--- src/rtl/data_io_ext.sv ---
// data_io_ext: receives file downloads over the IO-controller SPI link and
// streams them to a memory sink as DW-bit little-endian words.
//
// Ports
//   clk_sys, reset_n          system clock, async active-low reset
//   SPI_SCK/SPI_SS2/SPI_DI    async SPI (SS2 active low, MSB first)
//   ioctl_download            download in progress
//   ioctl_index               menu index of the file being loaded
//   ioctl_we/addr/dout/be     word write port (addr aligned to DW/8)
//   ioctl_wait                sink back-pressure, blocks writes while high
//   ioctl_size                byte count of the last completed download
//   ioctl_ovf                 sticky: a payload byte was dropped (FIFO full)
//
// state | meaning
// IDLE  | no download; 0x54 payload is discarded
// RUN   | 0x54 payload is queued and packed into words
// FLUSH | end received; drain FIFO, write any partial word
// DONE  | size latched, download cleared; back to IDLE next cycle
module data_io_ext #(
    parameter int              DW      = 16,
    parameter int              AW      = 25,
    parameter int              FIFO_AW = 4,
    parameter logic [AW-1:0]   BASE0   = 25'h0E0000,
    parameter logic [AW-1:0]   BASE1   = 25'h100000,
    parameter logic [AW-1:0]   BASEX   = 25'h120000
) (
    input  logic               clk_sys,
    input  logic               reset_n,
    input  logic               SPI_SCK,
    input  logic               SPI_SS2,
    input  logic               SPI_DI,
    output logic               ioctl_download,
    output logic [7:0]         ioctl_index,
    output logic               ioctl_we,
    input  logic               ioctl_wait,
    output logic [AW-1:0]      ioctl_addr,
    output logic [DW-1:0]      ioctl_dout,
    output logic [DW/8-1:0]    ioctl_be,
    output logic [AW-1:0]      ioctl_size,
    output logic               ioctl_ovf
);

    localparam int BPW   = DW / 8;
    localparam int LW    = (BPW > 1) ? $clog2(BPW) : 1;
    localparam int DEPTH = 1 << FIFO_AW;
    localparam logic [AW-1:0]    ALIGN_MASK = ~(AW'(BPW - 1));
    localparam logic [FIFO_AW:0] PTR_ONE    = (FIFO_AW + 1)'(1);

    typedef enum logic [1:0] {IDLE, RUN, FLUSH, DONE} state_t;

    // SPI receiver
    logic [2:0] sck_q;
    logic [1:0] ss_q;
    logic [1:0] di_q;
    logic [2:0] bit_cnt_q;
    logic [6:0] shift_q;
    logic       have_cmd_q;
    logic [7:0] cmd_q;
    logic       rx_stb_q;
    logic [7:0] rx_byte_q;

    always_ff @(posedge clk_sys or negedge reset_n) begin
        if (!reset_n) begin
            sck_q      <= '0;
            ss_q       <= '1;
            di_q       <= '0;
            bit_cnt_q  <= '0;
            shift_q    <= '0;
            have_cmd_q <= 1'b0;
            cmd_q      <= '0;
            rx_stb_q   <= 1'b0;
            rx_byte_q  <= '0;
        end else begin
            sck_q    <= {sck_q[1:0], SPI_SCK};
            ss_q     <= {ss_q[0], SPI_SS2};
            di_q     <= {di_q[0], SPI_DI};
            rx_stb_q <= 1'b0;
            if (ss_q[1]) begin
                bit_cnt_q  <= '0;
                have_cmd_q <= 1'b0;
            end else if (sck_q[1] && !sck_q[2]) begin
                // DI and SCK share the same synchroniser depth, so di_q[1]
                // is the bit that was on the wire when SCK rose.
                shift_q   <= {shift_q[5:0], di_q[1]};
                bit_cnt_q <= bit_cnt_q + 3'd1;
                if (bit_cnt_q == 3'd7) begin
                    if (!have_cmd_q) begin
                        cmd_q      <= {shift_q, di_q[1]};
                        have_cmd_q <= 1'b1;
                    end else begin
                        rx_stb_q  <= 1'b1;
                        rx_byte_q <= {shift_q, di_q[1]};
                    end
                end
            end
        end
    end

    // Datapath / FSM registers
    state_t             state_q, state_d;
    logic [7:0]         index_q, index_d;
    logic               dl_q, dl_d;
    logic [AW-1:0]      size_q, size_d;
    logic               ovf_q, ovf_d;
    logic [AW-1:0]      cnt_q, cnt_d;
    logic [AW-1:0]      addr_q, addr_d;
    logic [DW-1:0]      word_q, word_d;
    logic [BPW-1:0]     be_q, be_d;
    logic [LW-1:0]      lane_q, lane_d;
    logic               pend_q, pend_d;
    logic [FIFO_AW:0]   wr_ptr_q, wr_ptr_d;
    logic [FIFO_AW:0]   rd_ptr_q, rd_ptr_d;
    logic [7:0]         mem_q [DEPTH];

    logic               fifo_empty, fifo_full, active, word_rdy, we, push;
    logic [7:0]         pop_byte;
    logic [AW-1:0]      base;

    assign fifo_empty = (wr_ptr_q == rd_ptr_q);
    assign fifo_full  = (wr_ptr_q[FIFO_AW] != rd_ptr_q[FIFO_AW]) &&
                        (wr_ptr_q[FIFO_AW-1:0] == rd_ptr_q[FIFO_AW-1:0]);
    assign pop_byte   = mem_q[rd_ptr_q[FIFO_AW-1:0]];

    always_comb begin
        state_d  = state_q;
        index_d  = index_q;
        dl_d     = dl_q;
        size_d   = size_q;
        ovf_d    = ovf_q;
        cnt_d    = cnt_q;
        addr_d   = addr_q;
        word_d   = word_q;
        be_d     = be_q;
        lane_d   = lane_q;
        pend_d   = pend_q;
        wr_ptr_d = wr_ptr_q;
        rd_ptr_d = rd_ptr_q;
        push     = 1'b0;

        case (index_q)
            8'h00:   base = BASE0 & ALIGN_MASK;
            8'h01:   base = BASE1 & ALIGN_MASK;
            default: base = BASEX & ALIGN_MASK;
        endcase

        active = (state_q == RUN) || (state_q == FLUSH);
        // A partial word only counts as ready once FLUSH has drained the FIFO.
        word_rdy = pend_q || ((state_q == FLUSH) && fifo_empty && (be_q != '0));
        we       = active && word_rdy && !ioctl_wait;

        if (we) begin
            addr_d = addr_q + AW'(BPW);
            word_d = '0;
            be_d   = '0;
            lane_d = '0;
            pend_d = 1'b0;
        end else if (active && !pend_q && !ioctl_wait && !fifo_empty) begin
            for (int l = 0; l < BPW; l++) begin
                if (lane_q == LW'(l)) begin
                    word_d[l*8 +: 8] = pop_byte;
                    be_d[l]          = 1'b1;
                end
            end
            rd_ptr_d = rd_ptr_q + PTR_ONE;
            if (lane_q == LW'(BPW - 1)) begin
                pend_d = 1'b1;
                lane_d = '0;
            end else begin
                lane_d = lane_q + LW'(1);
            end
        end

        case (state_q)
            FLUSH: begin
                if (fifo_empty && !word_rdy) begin
                    state_d = DONE;
                    size_d  = cnt_q;
                    dl_d    = 1'b0;
                end
            end
            DONE:    state_d = IDLE;
            default: state_d = state_q;
        endcase

        if (rx_stb_q) begin
            case (cmd_q)
                8'h55: index_d = rx_byte_q;
                8'h53: begin
                    if (rx_byte_q[0]) begin
                        wr_ptr_d = '0;
                        rd_ptr_d = '0;
                        word_d   = '0;
                        be_d     = '0;
                        lane_d   = '0;
                        pend_d   = 1'b0;
                        cnt_d    = '0;
                        ovf_d    = 1'b0;
                        addr_d   = base;
                        dl_d     = 1'b1;
                        state_d  = RUN;
                    end else if (state_q == RUN) begin
                        state_d = FLUSH;
                    end
                end
                8'h54: begin
                    if (state_q == RUN) begin
                        if (fifo_full) begin
                            ovf_d = 1'b1;
                        end else begin
                            push     = 1'b1;
                            wr_ptr_d = wr_ptr_q + PTR_ONE;
                            cnt_d    = cnt_q + AW'(1);
                        end
                    end
                end
                default: ;
            endcase
        end
    end

    always_ff @(posedge clk_sys or negedge reset_n) begin
        if (!reset_n) begin
            state_q  <= IDLE;
            index_q  <= '0;
            dl_q     <= 1'b0;
            size_q   <= '0;
            ovf_q    <= 1'b0;
            cnt_q    <= '0;
            addr_q   <= '0;
            word_q   <= '0;
            be_q     <= '0;
            lane_q   <= '0;
            pend_q   <= 1'b0;
            wr_ptr_q <= '0;
            rd_ptr_q <= '0;
        end else begin
            state_q  <= state_d;
            index_q  <= index_d;
            dl_q     <= dl_d;
            size_q   <= size_d;
            ovf_q    <= ovf_d;
            cnt_q    <= cnt_d;
            addr_q   <= addr_d;
            word_q   <= word_d;
            be_q     <= be_d;
            lane_q   <= lane_d;
            pend_q   <= pend_d;
            wr_ptr_q <= wr_ptr_d;
            rd_ptr_q <= rd_ptr_d;
        end
    end

    // FIFO storage carries no reset; emptiness is defined by the pointers.
    always_ff @(posedge clk_sys) begin
        if (push) begin
            mem_q[wr_ptr_q[FIFO_AW-1:0]] <= rx_byte_q;
        end
    end

    assign ioctl_download = dl_q;
    assign ioctl_index    = index_q;
    assign ioctl_we       = we;
    assign ioctl_addr     = addr_q;
    assign ioctl_dout     = word_q;
    assign ioctl_be       = be_q;
    assign ioctl_size     = size_q;
    assign ioctl_ovf      = ovf_q;

endmodule
--- config.mk ---
export PLATFORM = sky130hd
export DESIGN_NAME = data_io_ext
export DESIGN_NICKNAME = d
export VERILOG_FILES = /design/src/rtl/data_io_ext.sv
export SDC_FILE = /design/constraint.sdc
export NUM_CORES = 1
export LEC_CHECK = 0
export CAP_MARGIN = 0
export CORE_UTILIZATION = 55
export CTS_BUF_LIST = sky130_fd_sc_hd__clkbuf_2
export DETAILED_ROUTE_END_ITERATION = 10
export PLACE_DENSITY = 0.75
export SYNTH_ARGS = -nofsm -noshare
export SYNTH_HDL_FRONTEND = slang
export SYNTH_SLANG_ARGS = --single-unit
--- constraint.sdc ---
create_clock -name clk_sys -period 3.2 [get_ports clk_sys]
set_input_delay 0.64 -clock clk_sys [delete_from_list [all_inputs] [get_ports clk_sys]]
set_output_delay 0.64 -clock clk_sys [all_outputs]
set_load 0.01 [all_outputs]
* Word level (Yosys, flattened, before mapping)
Memories as Yosys holds them, arrays and structs flattened.
Index checks and enable logic that the tools add are counted.
** Operators by class
- Add/subtract/negate cells :: 6
- Eq/ne operators :: 15
- Muxes and demuxes :: 74
- Bitwise gates (word level) :: 2
- Reductions and logical operators :: 30
** Operator list (number)
- $mux 25 :: 7
- $mux 16 :: 5
- $pmux 25 s2 :: 1
- $pmux 21 s2 :: 1
- $mux 5 :: 8
- $mux 1 :: 35
- $add 25x1->25 const B :: 1
- $add 25x2->25 const B :: 1
- $eq 8x7->1 const B :: 3
- $mux 2 :: 10
- $mux 8 :: 2
- $add 5x1->5 const B :: 2
- $logic_and 1x1->1 :: 10
- $pmux 5 s2 :: 1
- $reduce_and 5->1 :: 2
- $eq 8x1->1 const B :: 1
- $logic_not 8->1 :: 1
- $ne 2x2->1 const B :: 4
- $reduce_and 2->1 :: 4
- $reduce_and 4->1 :: 2
- $reduce_bool 2->1 :: 4
- $mux 3 :: 2
- $eq 5x5->1 :: 1
- $logic_not 1->1 :: 5
- 11 further kinds :: 14
** Storage, ports and cells
- Register bits after elaboration :: 152
- Memory bits (writable) :: 128
- Input port bits :: 6
- Logic and storage cells :: 150
- Memories :: 1
** Memory list
- mem_q :: depth 16, width 8, rd ports 1, clocked after Yosys merged registers in 0, write ports 1, RTL line 113 : logic [7:0] mem_q [DEPTH];

* Logic depth before layout (Yosys ltp)
Gate-level depths: netlist of run 1.
- Depth after elaboration :: 12
- Depth in mapped cells :: 10
- Mapped depth without buffers :: 7

* Least setup slack after synthesis of run 1
OpenSTA, ideal clock, no wires.
- Path type :: reg2reg
- Start point :: register rd_ptr_q[1]
- End point :: memory mem_q[12][0], enable pin
- Setup time :: 332 ps
- Arrival time :: 2041 ps
- Setup slack :: 827 ps
- Stages on the path, launching flop included :: 8
- Clock period less this slack :: 2373 ps
- Cells stage by stage :: dfrtp_1 clkbuf_1 xnor2_1 nand4_2 buf_2 nor2_1 nor4_1 and3_1
** On the way
- Longest elaborated chain between the ends :: 8
** RTL lines
- start, declared :: RTL line 112 : logic [FIFO_AW:0] rd_ptr_q, rd_ptr_d;
- start signal, assigned :: RTL line 249 : rd_ptr_q <= rd_ptr_d;
- $eq 4x4->1 :: RTL line 121 : (wr_ptr_q[FIFO_AW-1:0] == rd_ptr_q[FIFO_AW-1:0]);
- $logic_and 1x1->1 :: RTL line 120 : assign fifo_full = (wr_ptr_q[FIFO_AW] != rd_ptr_q[FIFO_AW]) &&
- $mux 1 :: RTL line 207 : if (fifo_full) begin
- $mux 1 :: RTL line 206 : if (state_q == RUN) begin
- $mux 1 :: RTL line 186 : case (cmd_q)
- $mux 1 :: RTL line 185 : if (rx_stb_q) begin
- $mux 1 :: RTL line 255 : if (push) begin
- $mux 1 (not written as such) :: RTL line 256 : mem_q[wr_ptr_q[FIFO_AW-1:0]] <= rx_byte_q;
- end, declared :: RTL line 113
No other way between the ends.

* Worst setup path in the final report of run 1
- Start point :: register state_q[0]
- End point :: output port ioctl_we
** On the way
- Longest elaborated chain between the ends :: 6
- Elaborated cells between the ends (all ways) :: 8
** RTL lines
- start, declared :: RTL line 100 : state_t state_q, state_d;
- start signal, assigned :: RTL line 237 : state_q <= state_d;
- $eq 2x2->1 :: RTL line 146, 148
- $logic_and 1x1->1 (2 in a row) :: RTL line 148 : word_rdy = pend_q || ((state_q == FLUSH) && fifo_empty && (be_q != '0));
- $logic_or 1x1->1 :: RTL line 148
- $logic_and 1x1->1 (*) (2 in a row) :: RTL line 149 : we = active && word_rdy && !ioctl_wait;
- end, declared :: RTL line 34 : output logic ioctl_we,
Mark *: on every way between the ends. The rest lies on a longest branch, timed or not.

==> impl_results.rst, run 1 <==
.. list-table::
   :header-rows: 1

   * - Metric
     - Value
   * - Peak supply drop
     - 0.238 mV
   * - Antenna violations before repair
     - 2
   * - Clock Skews
     - 0.0658 ns
   * - Area growth, synth to finish
     - 16.3%
   * - Final hold violation count
     - 0
   * - Data arrival time of the worst path
     - 2.44 ns
   * - Remaining antenna violation count after routing
     - 0
   * - Largest cells by area after synthesis
     - edfxtp_1 (33%), dfrtp_1 (32%), mux4_2 (6.1%), mux2_2 (5.5%), a21oi_1 (1.8%)
   * - Final Cycle Share
     - 96.3%
   * - Final setup violation count
     - 0
   * - Slew at the pin closest to its max-slew limit
     - 1.20 ns
   * - Most frequently used flop master after synthesis
     - dfrtp_1
   * - CTS root buffer
     - clkbuf_2
   * - Final Non-Filler Cells
     - 1288
   * - FF+latch count, synth
     - 279
   * - Maximum root-to-sink buffer count
     - 3
   * - Setup slack, reg-to-reg
     - 0.32 ns
   * - Netlist Area Pre-Place
     - 11700 sq um
   * - Finished layout cell area
     - 13700 sq um
   * - Most frequent cells after synthesis
     - dfrtp_1 (149), edfxtp_1 (128), mux2_2 (57)
   * - Vias
     - 7450
   * - Number of design-rule violations left by the first detailed-router iteration
     - 488
   * - Result of the run
     - finished clean
   * - Kind of critical path
     - register to output pin
   * - Fraction of the yosys area taken by sequential cells
     - 64.9%
   * - Max Fanout on Critical Path
     - 3
   * - Min-Delay Path Class
     - input port to register
   * - Std-Cell Core Area
     - 21000 sq um
   * - Hold worst-path end
     - di_q[0]
   * - Syn Inst Count
     - 815
   * - Layer carrying the most global-route usage
     - met2
   * - Effective utilization at floorplan
     - 56.1%
   * - Fraction of registers with async set or reset after synthesis
     - 54.1%
   * - Area leader, netlist
     - edfxtp_1
   * - Wire length of the first global-routing pass
     - 39500 microns
   * - HP Start
     - SPI_DI
   * - Critical path launch point type
     - register
   * - Number of cells on the worst reg-to-reg path
     - 5
   * - Maximum level of the CTS H-tree
     - 3
   * - TritonCTS buffer count
     - 72
   * - Std cell rows
     - 53
   * - Clock transition at the register clock pins on the worst setup and hold paths after CTS
     - 0.09 ns
   * - Flip-flop and latch area
     - 7630 sq um
   * - First-pass iteration count of the detailed router
     - 6
   * - Number of design rule violations left after detail routing
     - 0
   * - Max Clock Freq
     - 325 MHz
   * - Startpoint of the lowest-slack register-to-register path
     - cmd_q[3]
   * - Grt met1 use
     - 32.9%
   * - Number of instances on the worst hold path
     - 1
   * - Yosys warning count
     - 0
   * - Share of post-route cells with drive strength above 1
     - 25.1%
   * - Post-layout minimum cycle time
     - 3.08 ns
   * - Number of buffer cells added on primary ports
     - 83
   * - Final GP Congestion
     - 0.780
   * - Tightest slew margin relative to the limit
     - 20.2%
   * - Number of sinks driven by the clock tree
     - 279
   * - Aggregate global-route resource usage
     - 23.3%
   * - Average size of a mapped cell
     - 14.4 sq um
   * - Number of nets in the synthesized netlist
     - 832
   * - Worst reg2reg endpoint
     - mem_q[10][2]
   * - Avg WL per Cell
     - 18.9 microns
   * - Total wirelength of the detailed-routed design
     - 24300 microns
   * - CTS tree
     - built
   * - Num ports
     - 85
   * - Grt ovf
     - 0
   * - Clk Latency, worst-skew pair
     - 0.85 ns
   * - Area of the multi-input gates
     - 3890 sq um
   * - Met3 GRT Util
     - 4.66%
   * - Synth unique cells
     - 59
   * - Post-detailed-route via-to-cell ratio
     - 5.78
   * - Die X-Extent
     - 148 microns
   * - Maximum number of pins on one net before global-route repair
     - 71
   * - Total placed instance area
     - 13000 sq um
   * - Met2 GRT Util
     - 36.1%
   * - Number of placed instances with taps included
     - 1162
   * - Data required, critical path
     - 2.56 ns
   * - Fin. max-slew vios
     - 0
   * - Die H
     - 148 microns
   * - Power per unit of standard cell area
     - 467 nW/um^2
   * - Top-count cell post-synth
     - dfrtp_1
   * - Vias in the first global route
     - 7554
   * - Post-synth EDFFs
     - 128
   * - Total leakage power
     - 5.70 nW
   * - Half-perimeter wire length after placement
     - 15900 microns
   * - Kind of end point of the critical path
     - output pin
   * - Total power consumption of the routed design
     - 6.37 mW
   * - Filler cell count
     - 1605
   * - Max-cap check violation count
     - 0
   * - Die Area
     - 21900 sq um
   * - Share of Yosys cell area claimed by the top area cell type
     - 32.7%
   * - Layout Nets
     - 982
[power breakdown]
| group | internal [mW] | total [mW] | switching, mW | leakage (nW) |
|---|---|---|---|---|
| registers | 3.77 | 3.82 | 0.0476 | 3.36 |
| clock network | 1.03 | 2.41 | 1.37 | 0.499 |
| logic | 0.0695 | 0.149 | 0.0800 | 1.84 |
[worst max-delay path, stage by stage, from the launching register on]
cell	delay, ns
dfrtp_1	0.37
inv_1	0.05
ha_1	0.33
or2_4	0.28
o41ai_4	0.40
buf_2	0.19
[sequential cells by signal, indices dropped and copies added (netlist names), 7 cells and up]
signal       count
cmd_q            8
cnt_q           25
ioctl_addr      24
ioctl_dout      16
ioctl_index      8
ioctl_size      25
mem_q          128
rx_byte_q        8
shift_q          7
[metrics by stage]
step	hold WS, ns	TNS [ns]	utilization, %	worst slack [ns]
6_report	0.234	0	65.2	0.119
5_1_grt	0.167	-0.0104	65.2	-0.0104
4_1_cts	0.159	0	65.1	0.0493
3_5_place_dp	0.337	0	62.0	0.128
3_3_place_gp	0.334	0	62.0	0.221
2_1_floorplan	0.331	0	-	0.827
[what timing repair did]
item / CTS / global route
pin swaps: 2 / 1
setup buffers: 1 / 2
gates resized for setup: 5 / 1
setup endpoints to repair: 1 / 1
hold endpoints to repair: 65 / 0
hold buffers: 1 / 0
[layout make-up]
| class | count | share of cell area (%) |
|---|---|---|
| clock buffers | 106 | 3.88 |
| flip-flops and latches | 279 | 55.8 |
| inverters | 20 | 0.549 |
| multi-input cells | 479 | 28.5 |
| diodes | 2 | 0.0366 |
| clock inverters | 14 | 0.815 |
| repair buffers | 113 | 7.90 |
| well taps | 275 | 2.52 |
[cell usage in the layout, fill, tap and decap left out, drive strengths merged, types with 13 or more instances in the layout]
master	n
clkdlybuf4s50	81
clkbuf	106
buf	31
or3	28
a22oi	16
nor2	33
nand2	37
or4	13
nand3	20
o21ai	35
dfrtp	149
inv	23
a21oi	42
mux2	57
edfxtp	128
mux4	32
a22o	18
and2	16
[kinds of logic (layout without fill, tap and decap cells)]
logic type / after synthesis / count (layout) / synth area share [%]
adders and majority gates: 11 / 11 / 1.17
xor gates and xnor gates: 19 / 19 / 1.42
muxes: 94 / 94 / 12.0
and+or+nand+nor: 207 / 207 / 9.86
other: 1 / 3 / 0.0319
DFF: 279 / 279 / 64.9
AOI/OAI and AO/OA: 147 / 147 / 8.53
buffers and inverters: 57 / 253 / 2.06
[worst max-delay path by stage]
stage	start	depth (start not counted)	end
after floorplan	rd_ptr_q[1]	7	mem_q[12][0]
after global placement	ioctl_wait	7	ioctl_addr[17]
after detailed placement	ioctl_wait	7	ioctl_addr[17]
after CTS	state_q[0]	5	ioctl_we
after global routing	state_q[0]	5	ioctl_we
final	state_q[0]	5	ioctl_we
[routing by layer]
metal  vias up  share of wire (%)
met2       217                 48
met3        40                4.8
met4         0                1.5
met1      3736                 45
met5         -                  0
li1       3457                  -
Note: power is estimated with default switching activity, not from simulation.
==> run 2, diff against run 1 <==
--- a/config.mk
+++ b/config.mk
@@ -5,7 +5,7 @@
 export SDC_FILE = /design/constraint.sdc
 export NUM_CORES = 1
 export LEC_CHECK = 0
-export CAP_MARGIN = 0
+export CORE_MARGIN = 5
 export CORE_UTILIZATION = 55
 export CTS_BUF_LIST = sky130_fd_sc_hd__clkbuf_2
 export DETAILED_ROUTE_END_ITERATION = 10
==> run 2 against run 1 <==
Effect of this change: sequential cell count is the same; non-clock buffer count shrank 3; cell area is essentially flat; clock skew grew 0.012 ns; combinational power is essentially flat; maximum frequency grew 1.5%; sequential power is essentially flat; power shrank 0.97%; sequential share of layout area is essentially flat; utilization shrank 0.25 points; clock-buffer cell count grew 3; clock power shrank 2%; critical endpoint unchanged; largest cell class unchanged; largest power group unchanged.
==> impl_results.rst, run 2 (synthesis results as in run 1) <==
.. list-table::
   :header-rows: 1

   * - Metric
     - Value
   * - Data arrival time of the worst path
     - 2.39 ns
   * - Total buffers and inverters traversed by the critical path
     - 1
   * - Worst setup startpoint
     - wr_ptr_q[2]
   * - Cell type of the slowest stage on the worst timing path
     - dfrtp_1
   * - Vias in the first global route
     - 7765
   * - Remaining antenna violation count after routing
     - 0
   * - Tightest slew margin relative to the limit
     - 33.1%
   * - Maximum number of pins on one net before global-route repair
     - 59
   * - Final GP Congestion
     - 0.852
   * - Vias
     - 7470
   * - Max Fanout on Critical Path
     - 7
   * - Area growth, synth to finish
     - 16.2%
   * - Layout Nets
     - 979
   * - Std-Cell Core Area
     - 21000 sq um
   * - Die X-Extent
     - 156 microns
   * - Clock transition at the register clock pins on the worst setup and hold paths after CTS
     - 0.10 ns
   * - Antenna violations before repair
     - 2
   * - Final setup violation count
     - 0
   * - Most used cells in the layout excluding fill and tap cells
     - dfrtp_1 (148), edfxtp_1 (128), clkbuf_2 (109)
   * - CTS root buffer
     - clkbuf_2
   * - Cell depth of the worst setup path
     - 4
   * - Die Area
     - 24400 sq um
   * - Std cell rows
     - 53
   * - Grt ovf
     - 0
   * - Share of post-route cells with drive strength above 1
     - 25.0%
   * - HP Start
     - SPI_DI
   * - Final Cycle Share
     - 94.8%
   * - Filler cell count
     - 1525
   * - Total leakage power
     - 5.69 nW
   * - Setup repair after global routing missed its margin
     - false
   * - Min-Delay Path Class
     - input port to register
   * - Max Clock Freq
     - 329 MHz
   * - Data required, critical path
     - 2.56 ns
   * - First-pass iteration count of the detailed router
     - 7
   * - Fin. max-slew vios
     - 0
   * - Setup slack, reg-to-reg
     - 0.27 ns
   * - Number of design-rule violations left by the first detailed-router iteration
     - 518
   * - Number of sinks driven by the clock tree
     - 279
   * - Post-detailed-route via-to-cell ratio
     - 5.79
   * - Final hold violation count
     - 0
   * - Startpoint of the lowest-slack register-to-register path
     - cmd_q[3]
   * - Wire length of the first global-routing pass
     - 40900 microns
   * - Critical path endpoint
     - ioctl_we
   * - Number of flip-flops in the largest register
     - 128
   * - Number of design rule violations left after detail routing
     - 0
   * - Clock Skews
     - 0.0776 ns
   * - Aggregate global-route resource usage
     - 21.3%
   * - Half-perimeter wire length after placement
     - 16400 microns
   * - Final Non-Filler Cells
     - 1291
   * - Maximum root-to-sink buffer count
     - 3
   * - Kind of end point of the critical path
     - output pin
   * - Result of the run
     - finished clean
   * - Number of buffer cells added on primary ports
     - 83
   * - Commonest non-fill, non-tap cell in the layout
     - dfrtp_1
   * - Kind of critical path
     - register to output pin
   * - Slew at the pin closest to its max-slew limit
     - 0.997 ns
   * - Power per unit of standard cell area
     - 462 nW/um^2
   * - Hold WS
     - 0.269 ns
   * - Clk Latency, worst-skew pair
     - 0.81 ns
   * - Die H
     - 156 microns
   * - Worst reg2reg endpoint
     - mem_q[9][4]
   * - Number of placed instances with taps included
     - 1161
   * - Avg WL per Cell
     - 19.2 microns
   * - Post-layout minimum cycle time
     - 3.03 ns
   * - Total wirelength of the detailed-routed design
     - 24800 microns
   * - Critical Path Max Stage Delay
     - 0.54 ns
   * - Number of cells on the worst reg-to-reg path
     - 5
   * - Num ports
     - 85
   * - Max-cap check violation count
     - 0
   * - Maximum level of the CTS H-tree
     - 3
   * - Effective utilization at floorplan
     - 55.9%
   * - Final sum of negative setup slack
     - 0 ns
   * - Peak supply drop
     - 0.256 mV
   * - CP Cell Sequence
     - xnor2_2 > nand4_4 > o41ai_4 > buf_2
   * - CTS tree
     - built
   * - Cell family contributing the most delay on the critical path
     - flip-flops
   * - Critical path launch point type
     - register
   * - TritonCTS buffer count
     - 72
## run 2: changes by cell type in the layout (fill, tap and decap cells not counted), sizes merged
cell      change
clkinvlp      -1
clkbuf        +3
bufinv        -1
buf           -3
inv           -1
clkinv        +6
## run 2: worst min-delay path by stage
stage,end,slack [ns],cells past startpoint
2_1_floorplan,di_q[1],0.33,0
3_5_place_dp,di_q[1],0.34,0
4_1_cts,di_q[0],0.17,1
3_3_place_gp,sck_q[1],0.33,0
6_report,di_q[0],0.27,1
5_1_grt,di_q[0],0.20,1
## run 2: per-layer routing
metal	routed length, microns	GRT usage, %
met5	19	0
met4	563	8.18
met3	1450	4.49
met2	12200	34.2
met1	10600	29.0
## run 2: stage by stage
| step | worst slack [ns] | cell area (sq um) | power, mW | utilization, % |
|---|---|---|---|---|
| global route | 0.0154 | 13700 | 6.61 | 64.9 |
| floorplan | 0.827 | 11700 | 3.95 | - |
| global placement | 0.260 | 13000 | 4.04 | 61.7 |
| finish | 0.165 | 13700 | 6.31 | 64.9 |
| detailed placement | 0.239 | 13000 | 4.04 | 61.7 |
| CTS | 0.0567 | 13600 | 6.40 | 64.9 |
## run 2: report_power, final
| group | switching [mW] | internal, mW | total, mW |
|---|---|---|---|
| sequential | 0.0488 | 3.77 | 3.82 |
| clock | 1.37 | 0.980 | 2.35 |
| combinational | 0.0789 | 0.0681 | 0.147 |
## run 2: repair_timing
action,CTS,global route
endpoints found under the hold margin,52,0
setup endpoints to repair,1,1
hold buffers,1,0
setup buffers,0,1
pin swaps,1,0
gates resized for setup,8,1
## run 2: final cells by class
cell class | count | area, sq um | area share (%)
multi-input cells | 479 | 3920 | 28.7
clock buffers | 109 | 546 | 4.00
flip-flops and latches | 279 | 7630 | 55.9
well taps | 275 | 344 | 2.52
repair buffers | 110 | 1040 | 7.65
inverters | 20 | 75.1 | 0.550
clock inverters | 17 | 93.8 | 0.687
diodes | 2 | 5.00 | 0.0367
==> run 3, diff against run 2 <==
--- a/config.mk
+++ b/config.mk
@@ -5,11 +5,13 @@
 export SDC_FILE = /design/constraint.sdc
 export NUM_CORES = 1
 export LEC_CHECK = 0
-export CORE_MARGIN = 5
+export CORE_MARGIN = 3
 export CORE_UTILIZATION = 55
 export CTS_BUF_LIST = sky130_fd_sc_hd__clkbuf_2
 export DETAILED_ROUTE_END_ITERATION = 10
+export GPL_TIMING_DRIVEN = 0
 export PLACE_DENSITY = 0.75
+export RECOVER_POWER = 50
 export SYNTH_ARGS = -nofsm -noshare
 export SYNTH_HDL_FRONTEND = slang
 export SYNTH_SLANG_ARGS = --single-unit
==> run 3 against run 2 <==
Effect of this change: the run now ends with capacitance limit, slew limit left; worst hold slack better by 0.080 ns; cell count up 0.39%; setup slack worse by 0.051 ns; clock-buffer cell count decreased by 1; non-clock buffer count rose by 12; via count is 1.2% higher; sequential power is essentially flat; clock skew down 0.0062 ns; sequential cell count unchanged; register-to-register slack worse by 0.09 ns; sequential share of layout area decreased by 0.17 points; routed wire length is 0.44% higher; highest routed layer is now met4.
==> impl_results.rst, run 3 (synthesis results as in run 1) <==
.. list-table::
   :header-rows: 1

   * - Metric
     - Value
   * - Commonest non-fill, non-tap cell in the layout
     - dfrtp_1
   * - Post-layout minimum cycle time
     - 3.09 ns
   * - Maximum level of the CTS H-tree
     - 3
   * - Area growth, synth to finish
     - 16.6%
   * - Result of the run
     - complete, but fails checks
   * - Num ports
     - 85
   * - Number of design-rule violations left by the first detailed-router iteration
     - 530
   * - Vias
     - 7561
   * - Aggregate global-route resource usage
     - 22.0%
   * - Setup slack, reg-to-reg
     - 0.18 ns
   * - Max-cap check violation count
     - 1
   * - Antenna violations before repair
     - 1
   * - Number of instances on the worst hold path
     - 0
   * - Slew at the pin closest to its max-slew limit
     - 2.32 ns
   * - Clk Latency, worst-skew pair
     - 0.83 ns
   * - Maximum root-to-sink buffer count
     - 3
   * - Data arrival time of the worst path
     - 2.45 ns
   * - Tightest slew margin relative to the limit
     - -54.9%
   * - Power per unit of standard cell area
     - 468 nW/um^2
   * - Data required, critical path
     - 2.56 ns
   * - Worst setup startpoint
     - state_q[0]
   * - Die H
     - 152 microns
   * - Peak supply drop
     - 0.272 mV
   * - Worst reg2reg endpoint
     - mem_q[14][2]
   * - Wire length of the first global-routing pass
     - 41000 microns
   * - Half-perimeter wire length after placement
     - 16400 microns
   * - Final sum of negative setup slack
     - 0 ns
   * - Setup repair after global routing missed its margin
     - false
   * - Clock transition at the register clock pins on the worst setup and hold paths after CTS
     - 0.09 ns
   * - Number of cells on the worst reg-to-reg path
     - 8
   * - Kind of end point of the critical path
     - output pin
   * - Maximum number of pins on one net before global-route repair
     - 102
   * - Vias in the first global route
     - 7702
   * - Total wirelength of the detailed-routed design
     - 24900 microns
   * - Final hold violation count
     - 0
   * - Effective utilization at floorplan
     - 57.0%
   * - Total leakage power
     - 5.70 nW
   * - Critical path launch point type
     - register
   * - Layout Nets
     - 990
   * - Total power consumption of the routed design
     - 6.41 mW
   * - Max Clock Freq
     - 324 MHz
   * - Post-detailed-route via-to-cell ratio
     - 5.83
   * - Std cell rows
     - 52
   * - Number of flip-flops in the largest register
     - 128
   * - Area of the multi-input gates
     - 3950 sq um
   * - Number of sinks driven by the clock tree
     - 279
   * - Final GP Congestion
     - 0.799
   * - Fin. max-slew vios
     - 51
   * - Final Cycle Share
     - 96.4%
   * - Clock Skews
     - 0.0714 ns
   * - Flip-flop and latch area
     - 7620 sq um
   * - Number of design rule violations left after detail routing
     - 0
   * - Final setup violation count
     - 0
   * - Number of buffer cells added on primary ports
     - 83
   * - Filler cell count
     - 1486
   * - First-pass iteration count of the detailed router
     - 5
   * - Share of post-route cells with drive strength above 1
     - 24.0%
   * - Die X-Extent
     - 152 microns
   * - CTS root buffer
     - clkbuf_2
   * - Min-Delay Path Class
     - register to register
   * - CTS tree
     - built
   * - Startpoint of the lowest-slack register-to-register path
     - rd_ptr_q[0]
   * - TritonCTS buffer count
     - 71
   * - Failing checks
     - capacitance limit, slew limit
   * - Avg WL per Cell
     - 19.2 microns
   * - Grt ovf
     - 0
   * - Max Fanout on Critical Path
     - 5
   * - Die Area
     - 23100 sq um
   * - Std-Cell Core Area
     - 20600 sq um
   * - Kind of critical path
     - register to output pin
   * - Critical path endpoint
     - ioctl_we
   * - Remaining antenna violation count after routing
     - 0
   * - Most used cells in the layout excluding fill and tap cells
     - dfrtp_1 (149), edfxtp_1 (128), clkbuf_2 (108)
## run 3: power breakdown
part | internal [mW] | switching (mW)
Sequential | 3.77 | 0.0454
Combinational | 0.0698 | 0.0803
Clock | 1.05 | 1.39
## run 3: timing repair
| item | in CTS | in global routing |
|---|---|---|
| setup buffers | 2 | 2 |
| endpoints found under the setup margin | 1 | 11 |
| gates resized for setup | 11 | 3 |
| hold buffers | 1 | 0 |
| pin swaps | 1 | 1 |
| endpoints found under the hold margin | 50 | 0 |
## run 3: layout make-up
class                   instances  share of cell area [%]
well taps                     270                    2.47
multi-input cells             479                    28.8
flip-flops and latches        279                    55.7
repair buffers                 89                    6.52
diodes                          1                  0.0183
clock buffers                 108                    3.95
plain buffers                  33                    1.10
clock inverters                17                   0.886
inverters                      20                   0.548
## run 3: critical path, cell delays in order (launching register included)
cell and delay [ns]:
dfrtp_1 0.40, inv_1 0.11, ha_4 0.22, or2_4 0.28
o41ai_4 0.44, buf_2 0.21
## run 3: how the worst min path moves through the flow
| stage | startpoint | endpoint | slack, ns |
|---|---|---|---|
| after floorplan | di_q[0] | di_q[1] | 0.33 |
| after global placement | di_q[0] | di_q[1] | 0.33 |
| after detailed placement | di_q[0] | di_q[1] | 0.34 |
| after CTS | SPI_SS2 | ss_q[0] | 0.15 |
| after global routing | SPI_DI | di_q[0] | 0.30 |
| final | di_q[0] | di_q[1] | 0.35 |
## run 3: per-layer routing
| metal | vias to the layer above | track usage, % | part of all wire, % |
|---|---|---|---|
| met1 | 3797 | 30.9 | 44 |
| met2 | 228 | 33.7 | 48 |
| met5 | - | 0 | 0 |
| met3 | 49 | 5.62 | 6.1 |
| met4 | 0 | 8.30 | 2.2 |
| li1 | 3487 | - | - |
## run 3: stage by stage
| stage | hold WS, ns | worst slack [ns] | cell area [sq um] | std cells | util, % |
|---|---|---|---|---|---|
| after floorplan | 0.331 | 0.827 | 11700 | 815 | - |
| after global placement | 0.335 | -4.58 | 12900 | 1168 | 62.6 |
| after detailed placement | 0.339 | -0.216 | 12900 | 1169 | 62.8 |
| after CTS | 0.148 | 0.0293 | 13700 | 1293 | 66.2 |
| after global routing | 0.296 | 0.0112 | 13700 | 1296 | 66.4 |
| final | 0.349 | 0.114 | 13700 | 1296 | 66.4 |
